<file path="config.mk">
export PLATFORM = sky130hd
export DESIGN_NAME = usopenhpsdr1_framer
export DESIGN_NICKNAME = d
export VERILOG_FILES = /design/src/rtl/usopenhpsdr1_framer.sv
export SDC_FILE = /design/constraint.sdc
export NUM_CORES = 1
export LEC_CHECK = 0
export ABC_CLOCK_PERIOD_IN_PS = 7700
export CORE_MARGIN = 5
export CORE_UTILIZATION = 24
export DETAILED_ROUTE_END_ITERATION = 16
export PLACE_DENSITY_LB_ADDON = 0.3
export SLEW_MARGIN = 20
export SYNTH_ARGS = -nofsm -noshare
export SYNTH_HDL_FRONTEND = slang
export SYNTH_SLANG_ARGS = --single-unit
</file>
<file path="constraint.sdc">
create_clock -name clk -period 7.7 [get_ports clk]
set_clock_uncertainty 0.2 [all_clocks]
set_input_delay 1.925 -clock clk [delete_from_list [all_inputs] [get_ports clk]]
set_output_delay 1.925 -clock clk [all_outputs]
set_load 0.01 [all_outputs]
</file>
<file path="src/rtl/usopenhpsdr1_framer.sv">
// usopenhpsdr1_framer
// Upstream OpenHPSDR protocol-1 EP6 packet framer. Builds 1032-byte payloads:
// an 8-byte Metis header followed by two 512-byte USB frames. Each frame holds
// sync (7F 7F 7F), control bytes C0..C4, interleaved IQ slots for 1..8
// receivers with a two-byte mic field per slot, and zero padding to 512 bytes.
//
// Ports
//   clk, rst                  clock and asynchronous active-high reset
//   run, nrx, pkt_ready       streaming enable, receivers-1, FIFO has a packet
//   iq_tdata/tvalid/tready    {I[23:0], Q[23:0]} per receiver; tready pulses on Q0
//   ptt_in                    reported in C0[0]
//   resp_valid/addr/data      command response, sent in the next control slot
//   status_sel, status_data   round-robin status word select and its value
//   us_tdata/tvalid/tready/tlast  byte stream to the UDP transmit path
//   seqno                     packet sequence number
module usopenhpsdr1_framer (
  input  logic        clk,
  input  logic        rst,
  input  logic        run,
  input  logic [2:0]  nrx,
  input  logic        pkt_ready,
  input  logic [47:0] iq_tdata,
  input  logic        iq_tvalid,
  output logic        iq_tready,
  input  logic        ptt_in,
  input  logic        resp_valid,
  input  logic [5:0]  resp_addr,
  input  logic [31:0] resp_data,
  output logic [1:0]  status_sel,
  input  logic [31:0] status_data,
  output logic [7:0]  us_tdata,
  output logic        us_tvalid,
  input  logic        us_tready,
  output logic        us_tlast,
  output logic [31:0] seqno
);

  typedef enum logic [2:0] {StIdle, StHdr, StSync, StCtrl, StIq, StMic, StPad} state_e;

  // Last slot index per frame for 1..8 receivers (slots = 504 / (6n + 2)).
  function automatic logic [5:0] slot_last_of(input logic [2:0] n);
    logic [5:0] r;
    unique case (n)
      3'd0:    r = 6'd62;
      3'd1:    r = 6'd35;
      3'd2:    r = 6'd24;
      3'd3:    r = 6'd18;
      3'd4:    r = 6'd14;
      3'd5:    r = 6'd12;
      3'd6:    r = 6'd10;
      default: r = 6'd9;
    endcase
    return r;
  endfunction

  // Zero bytes needed after the last slot to fill the frame to 512 bytes.
  function automatic logic [4:0] pad_len_of(input logic [2:0] n);
    logic [4:0] r;
    unique case (n)
      3'd0:    r = 5'd0;
      3'd1:    r = 5'd0;
      3'd2:    r = 5'd4;
      3'd3:    r = 5'd10;
      3'd4:    r = 5'd24;
      3'd5:    r = 5'd10;
      3'd6:    r = 5'd20;
      default: r = 5'd4;
    endcase
    return r;
  endfunction

  state_e      state_q, state_d;
  logic        frame_q, frame_d;
  logic [4:0]  cnt_q, cnt_d;
  logic [2:0]  rx_q, rx_d;
  logic [5:0]  slot_q, slot_d;
  logic [2:0]  nrx_q, nrx_d;
  logic [10:0] pos_q, pos_d;
  logic [31:0] seqno_q, seqno_d;
  logic        run_q;
  logic        pend_q, pend_d;
  logic [5:0]  pend_addr_q, pend_addr_d;
  logic [31:0] pend_data_q, pend_data_d;
  logic        ctrl_resp_q, ctrl_resp_d;
  logic [5:0]  ctrl_addr_q, ctrl_addr_d;
  logic [31:0] ctrl_word_q, ctrl_word_d;
  logic [39:0] iq_word_q, iq_word_d;
  logic [1:0]  status_sel_q, status_sel_d;

  logic        hs;
  logic        frame_done;
  logic [5:0]  slot_last;
  logic [4:0]  pad_n;

  assign slot_last  = slot_last_of(nrx_q);
  assign pad_n      = pad_len_of(nrx_q);
  assign hs         = us_tvalid & us_tready;
  assign status_sel = status_sel_q;
  assign seqno      = seqno_q;
  assign us_tlast   = (state_q != StIdle) && (pos_q == 11'd1031);
  assign iq_tready  = (state_q == StIq) && (cnt_q == 5'd5) && iq_tvalid && us_tready;

  // Byte presented for the current state/index; stable while the sink stalls.
  always_comb begin
    us_tvalid = 1'b0;
    us_tdata  = 8'h00;
    unique case (state_q)
      StIdle: begin
        us_tvalid = 1'b0;
      end
      StHdr: begin
        us_tvalid = 1'b1;
        unique case (cnt_q)
          5'd0:    us_tdata = 8'hEF;
          5'd1:    us_tdata = 8'hFE;
          5'd2:    us_tdata = 8'h01;
          5'd3:    us_tdata = 8'h06;
          5'd4:    us_tdata = seqno_q[31:24];
          5'd5:    us_tdata = seqno_q[23:16];
          5'd6:    us_tdata = seqno_q[15:8];
          default: us_tdata = seqno_q[7:0];
        endcase
      end
      StSync: begin
        us_tvalid = 1'b1;
        us_tdata  = 8'h7F;
      end
      StCtrl: begin
        us_tvalid = 1'b1;
        unique case (cnt_q)
          5'd0:    us_tdata = ctrl_resp_q ? {1'b1, ctrl_addr_q, ptt_in}
                                          : {3'b000, status_sel_q, 2'b00, ptt_in};
          5'd1:    us_tdata = ctrl_word_q[31:24];
          5'd2:    us_tdata = ctrl_word_q[23:16];
          5'd3:    us_tdata = ctrl_word_q[15:8];
          default: us_tdata = ctrl_word_q[7:0];
        endcase
      end
      StIq: begin
        us_tvalid = iq_tvalid;
        unique case (cnt_q)
          5'd0:    us_tdata = iq_tdata[47:40];
          5'd1:    us_tdata = iq_word_q[39:32];
          5'd2:    us_tdata = iq_word_q[31:24];
          5'd3:    us_tdata = iq_word_q[23:16];
          5'd4:    us_tdata = iq_word_q[15:8];
          default: us_tdata = iq_word_q[7:0];
        endcase
      end
      StMic, StPad: begin
        us_tvalid = 1'b1;
      end
      default: begin
        us_tvalid = 1'b0;
      end
    endcase
  end

  always_comb begin
    state_d      = state_q;
    frame_d      = frame_q;
    cnt_d        = cnt_q;
    rx_d         = rx_q;
    slot_d       = slot_q;
    nrx_d        = nrx_q;
    pos_d        = pos_q;
    seqno_d      = seqno_q;
    pend_d       = pend_q;
    pend_addr_d  = pend_addr_q;
    pend_data_d  = pend_data_q;
    ctrl_resp_d  = ctrl_resp_q;
    ctrl_addr_d  = ctrl_addr_q;
    ctrl_word_d  = ctrl_word_q;
    iq_word_d    = iq_word_q;
    status_sel_d = status_sel_q;
    frame_done   = 1'b0;

    if (hs) pos_d = pos_q + 11'd1;

    unique case (state_q)
      StIdle: begin
        if (run && !run_q) seqno_d = '0;
        if (run && pkt_ready) begin
          state_d = StHdr;
          cnt_d   = '0;
          frame_d = 1'b0;
          nrx_d   = nrx;
          pos_d   = '0;
        end
      end
      StHdr: begin
        if (hs) begin
          if (cnt_q == 5'd7) begin
            state_d = StSync;
            cnt_d   = '0;
          end else begin
            cnt_d = cnt_q + 5'd1;
          end
        end
      end
      StSync: begin
        if (hs) begin
          if (cnt_q == 5'd2) begin
            state_d = StCtrl;
            cnt_d   = '0;
            // Snapshot the response (with same-cycle bypass) so C0..C4 stay coherent.
            ctrl_resp_d = pend_q | resp_valid;
            ctrl_addr_d = resp_valid ? resp_addr : pend_addr_q;
            ctrl_word_d = resp_valid ? resp_data : pend_data_q;
          end else begin
            cnt_d = cnt_q + 5'd1;
          end
        end
      end
      StCtrl: begin
        if (hs) begin
          if (cnt_q == 5'd0 && !ctrl_resp_q) ctrl_word_d = status_data;
          if (cnt_q == 5'd4) begin
            if (!ctrl_resp_q) status_sel_d = status_sel_q + 2'd1;
            state_d = StIq;
            cnt_d   = '0;
            rx_d    = '0;
            slot_d  = '0;
          end else begin
            cnt_d = cnt_q + 5'd1;
          end
        end
      end
      StIq: begin
        if (hs) begin
          if (cnt_q == 5'd0) iq_word_d = iq_tdata[39:0];
          if (cnt_q == 5'd5) begin
            cnt_d = '0;
            if (rx_q == nrx_q) begin
              state_d = StMic;
            end else begin
              rx_d = rx_q + 3'd1;
            end
          end else begin
            cnt_d = cnt_q + 5'd1;
          end
        end
      end
      StMic: begin
        if (hs) begin
          if (cnt_q == 5'd1) begin
            cnt_d = '0;
            if (slot_q == slot_last) begin
              if (pad_n == 5'd0) frame_done = 1'b1;
              else state_d = StPad;
            end else begin
              slot_d  = slot_q + 6'd1;
              rx_d    = '0;
              state_d = StIq;
            end
          end else begin
            cnt_d = cnt_q + 5'd1;
          end
        end
      end
      StPad: begin
        if (hs) begin
          if (cnt_q == pad_n - 5'd1) frame_done = 1'b1;
          else cnt_d = cnt_q + 5'd1;
        end
      end
      default: begin
        state_d = StIdle;
      end
    endcase

    if (frame_done) begin
      cnt_d = '0;
      if (!frame_q) begin
        frame_d = 1'b1;
        state_d = StSync;
      end else begin
        state_d = StIdle;
        seqno_d = seqno_q + 32'd1;
      end
    end

    // Clear first, then reload: a response arriving with the C4 handshake survives.
    if (state_q == StCtrl && hs && cnt_q == 5'd4 && ctrl_resp_q) pend_d = 1'b0;
    if (resp_valid) begin
      pend_d      = 1'b1;
      pend_addr_d = resp_addr;
      pend_data_d = resp_data;
    end
  end

  always_ff @(posedge clk or posedge rst) begin
    if (rst) begin
      state_q      <= StIdle;
      frame_q      <= 1'b0;
      cnt_q        <= '0;
      rx_q         <= '0;
      slot_q       <= '0;
      nrx_q        <= '0;
      pos_q        <= '0;
      seqno_q      <= '0;
      run_q        <= 1'b0;
      pend_q       <= 1'b0;
      pend_addr_q  <= '0;
      pend_data_q  <= '0;
      ctrl_resp_q  <= 1'b0;
      ctrl_addr_q  <= '0;
      ctrl_word_q  <= '0;
      iq_word_q    <= '0;
      status_sel_q <= '0;
    end else begin
      state_q      <= state_d;
      frame_q      <= frame_d;
      cnt_q        <= cnt_d;
      rx_q         <= rx_d;
      slot_q       <= slot_d;
      nrx_q        <= nrx_d;
      pos_q        <= pos_d;
      seqno_q      <= seqno_d;
      run_q        <= run;
      pend_q       <= pend_d;
      pend_addr_q  <= pend_addr_d;
      pend_data_q  <= pend_data_d;
      ctrl_resp_q  <= ctrl_resp_d;
      ctrl_addr_q  <= ctrl_addr_d;
      ctrl_word_q  <= ctrl_word_d;
      iq_word_q    <= iq_word_d;
      status_sel_q <= status_sel_d;
    end
  end

endmodule

</file>
==> results.json <==
{
  "grt_pass1_vias": 7999,
  "via_per_inst": 4.95,
  "power_switching_share": 0.397,
  "period_needed_ns": 6.41,
  "irDropWorstVdd_mv": 0.223,
  "tightest_slew_ns": 0.969,
  "maxCapViolCount": 0,
  "drive_gt1_frac": 0.141,
  "design_area_um2": 12700,
  "hold_slack_ns": 0.288,
  "fp.coreArea_um2": 40600,
  "crit_buf_inv": 2,
  "place_ws_ns": 1.30,
  "p_comb_frac": 0.386,
  "reg2reg_from": "cnt_q[1]",
  "ys.flop_type": "dfrtp_1",
  "syn-num-nets": 1079,
  "place_area_um2": 12100,
  "synth_cell_type_count": 75,
  "synth_top_area_frac": 0.472,
  "cts_buffers": 17,
  "hp-class": "reg -> reg",
  "cp.arrival_ns": 4.29,
  "slew_viol_final": 0,
  "max_freq_ghz": 0.156,
  "slowest_delay_ns": 0.73,
  "final_cell_mix": "185 x dfrtp_1, 172 x clkdlybuf4s50_1, 108 x nand2_1",
  "ys_warn_count": 0,
  "routed_wl_um": 31500,
  "final_nets": 1221,
  "die-area_um2": 45000,
  "syn_area_um2": 9820,
  "cts_setup_buffers": 0,
  "yosysSeqAreaShare": 0.472,
  "final_common_cell": "dfrtp_1",
  "antenna_found_initial": 8,
  "grt_max_degree": 182,
  "yosys.area.top_type": "dfrtp_1",
  "worstPathMaxFanout": 7,
  "crit_top_cell": "clkdlybuf4s50_1",
  "cts_max_level": 4,
  "vias": 8078,
  "hold_viol_final": 0,
  "cts_buffer_depth": 2,
  "synth_edf_count": 0,
  "drt_first_pass_iters": 7,
  "max_slew_margin": 0.354,
  "ioPinCount": 174,
  "drt.antenna.violating_nets": 0,
  "setup_ws_ns": 1.29,
  "clock_power_share": 0.228,
  "p_sw_mw": 1.58,
  "synth-seq-cells": 185,
  "clk-insertion-delay-late_ns": 0.44,
  "wire_per_inst_um": 19.3,
  "outcome": "completed",
  "async_flop_share": 1.00,
  "crit_start": "iq_tvalid",
  "finalSetupViolCount": 0,
  "io_buffer_count": 173,
  "grt_remaining_overflow": 0,
  "post_cts_resized": 0,
  "avgSynthCellArea_um2": 10.4,
  "cts-root-buf": "clkbuf_16",
  "fin_tns_setup_ns": 0,
  "numClockSinks": 185,
  "first_iter_violations": 650,
  "ctsHoldBuffers": 0,
  "synth_area_leaders": "dfrtp_1 47%, mux2_2 10%, mux2i_1 5.4%",
  "cts.reportedPaths.clkPinSlew_ns": 0.08,
  "cts_tree": "yes",
  "power_density_nw_per_um2": 313,
  "seqPwrFrac": 0.385,
  "cp_slowest_cell": "nor4_1",
  "finalCritPeriodShare": 0.833,
  "cp-end-kind": "output pin",
  "area_growth_pct": 29.3,
  "grt_pass1_wl_um": 48500,
  "path_cells": "clkdlybuf4s50_1, a211o_1, nand3_1, nor4_1, clkdlybuf4s50_1",
  "rows": 74,
  "rsz0062_at_grt": "no",
  "synth_cells": 941,
  "critPathTopFamily": "buffers and inverters",
  "die_width_um": 212,
  "min_from": "ctrl_word_q[3]",
  "drc": 0,
  "n_fill_cell": 4227,
  "required_ns": 5.58,
  "p_int_mw": 2.40,
  "p_leak_nw": 5.34,
  "worstSetupPathType": "in -> out",
  "initial_utilization": 0.242,
  "hpwl_um": 23200,
  "start_kind": "input pin",
  "die_h_um": 212,
  "place_congestion": 0.909,
  "track_usage": 0.139
}
==> power groups by stage <==
stage	Sequential, mW	Clock [mW]	Combinational, mW
floorplan	1.39	0	1.07
global placement	1.55	0	1.50
detailed placement	1.55	0	1.52
CTS	1.53	0.939	1.53
global route	1.57	0.980	1.69
finish	1.53	0.908	1.54
==> per-stage QoR <==
| step | utilization | power [mW] | cells |
|---|---|---|---|
| 2_1_floorplan | - | 2.46 | 941 |
| 3_3_place_gp | 0.296 | 3.04 | 1594 |
| 3_5_place_dp | 0.297 | 3.07 | 1595 |
| 4_1_cts | 0.311 | 4.00 | 1627 |
| 5_1_grt | 0.312 | 4.24 | 1629 |
| 6_report | 0.312 | 3.97 | 1631 |
==> flip-flops by register name, summed over array words and instances, names as in the netlist, 2 cells and up <==
register and flops:
cnt_q 5, slot_q 6, iq_word_q 40, pos_q 11, rx_q 3, status_sel 2
pend_addr_q 6, state_q 3, seqno 32, ctrl_word_q 32, nrx_q 3, ctrl_addr_q 6
pend_data_q 32
==> cell type report <==
type	instances	area, um^2	share of cell area
clock inverters	14	155	0.0122
multi-input cells	676	4860	0.383
inverters	20	80.1	0.00631
well taps	532	666	0.0524
clock buffers	18	439	0.0346
flip-flops and latches	185	4630	0.365
repair buffers	183	1850	0.146
diodes	3	7.51	0.000591
==> worst reg2reg max path: stages (launching register included) <==
cell and delay (ns):
dfrtp_1 0.45, inv_1 0.14, ha_1 0.57, nor4b_4 0.70, buf_4 0.33, nand4_1 0.14, a311oi_2 0.39, o2bb2ai_2 0.13
buf_4 0.44, mux2_2 0.43, a22o_1 0.22
==> cell usage after synthesis, drive strengths merged, types with 7 or more instances <==
master    n
a21oi    20
a222oi   16
a22oi    19
a31oi    23
and3     15
and4      7
buf      24
clkbuf   36
dfrtp   185
ha        9
inv      19
mux2     92
mux2i    53
nand2   109
nand3    40
nand4    14
nor2     36
nor3     12
o21ai    65
or3       8
xnor2     8
xor2     12
==> kinds of logic after synthesis <==
family / Yosys count / share of synthesized area
adders and majority gates: 9 / 0.0115
muxes: 145 / 0.160
and+or+nand+nor: 291 / 0.153
DFF: 185 / 0.472
xor gates and xnor gates: 20 / 0.0178
AOI/OAI and AO/OA: 211 / 0.150
buffers and inverters: 80 / 0.0362
==> layer usage <==
layer,vias to the layer above,global-route usage,share of wire
li1,3791,-,-
met1,3957,0.189,0.43
met2,298,0.213,0.46
met3,22,0.0518,0.096
met4,10,0.0298,0.0077
met5,-,0,0.0024
==> worst paths after layout <==
kind | end | slack (ns) | cells past startpoint
min reg2reg | ctrl_word_q[3] | 0.29 | 2
max | iq_tready | 1.29 | 5
max reg2reg | seqno[27] | 3.45 | 10
min in group asynchronous | pend_data_q[18] | 1.53 | 2
max in group asynchronous | iq_word_q[2] | 4.59 | 4
min | ctrl_word_q[3] | 0.29 | 2
No activity file was read; power rests on OpenSTA's default activity.
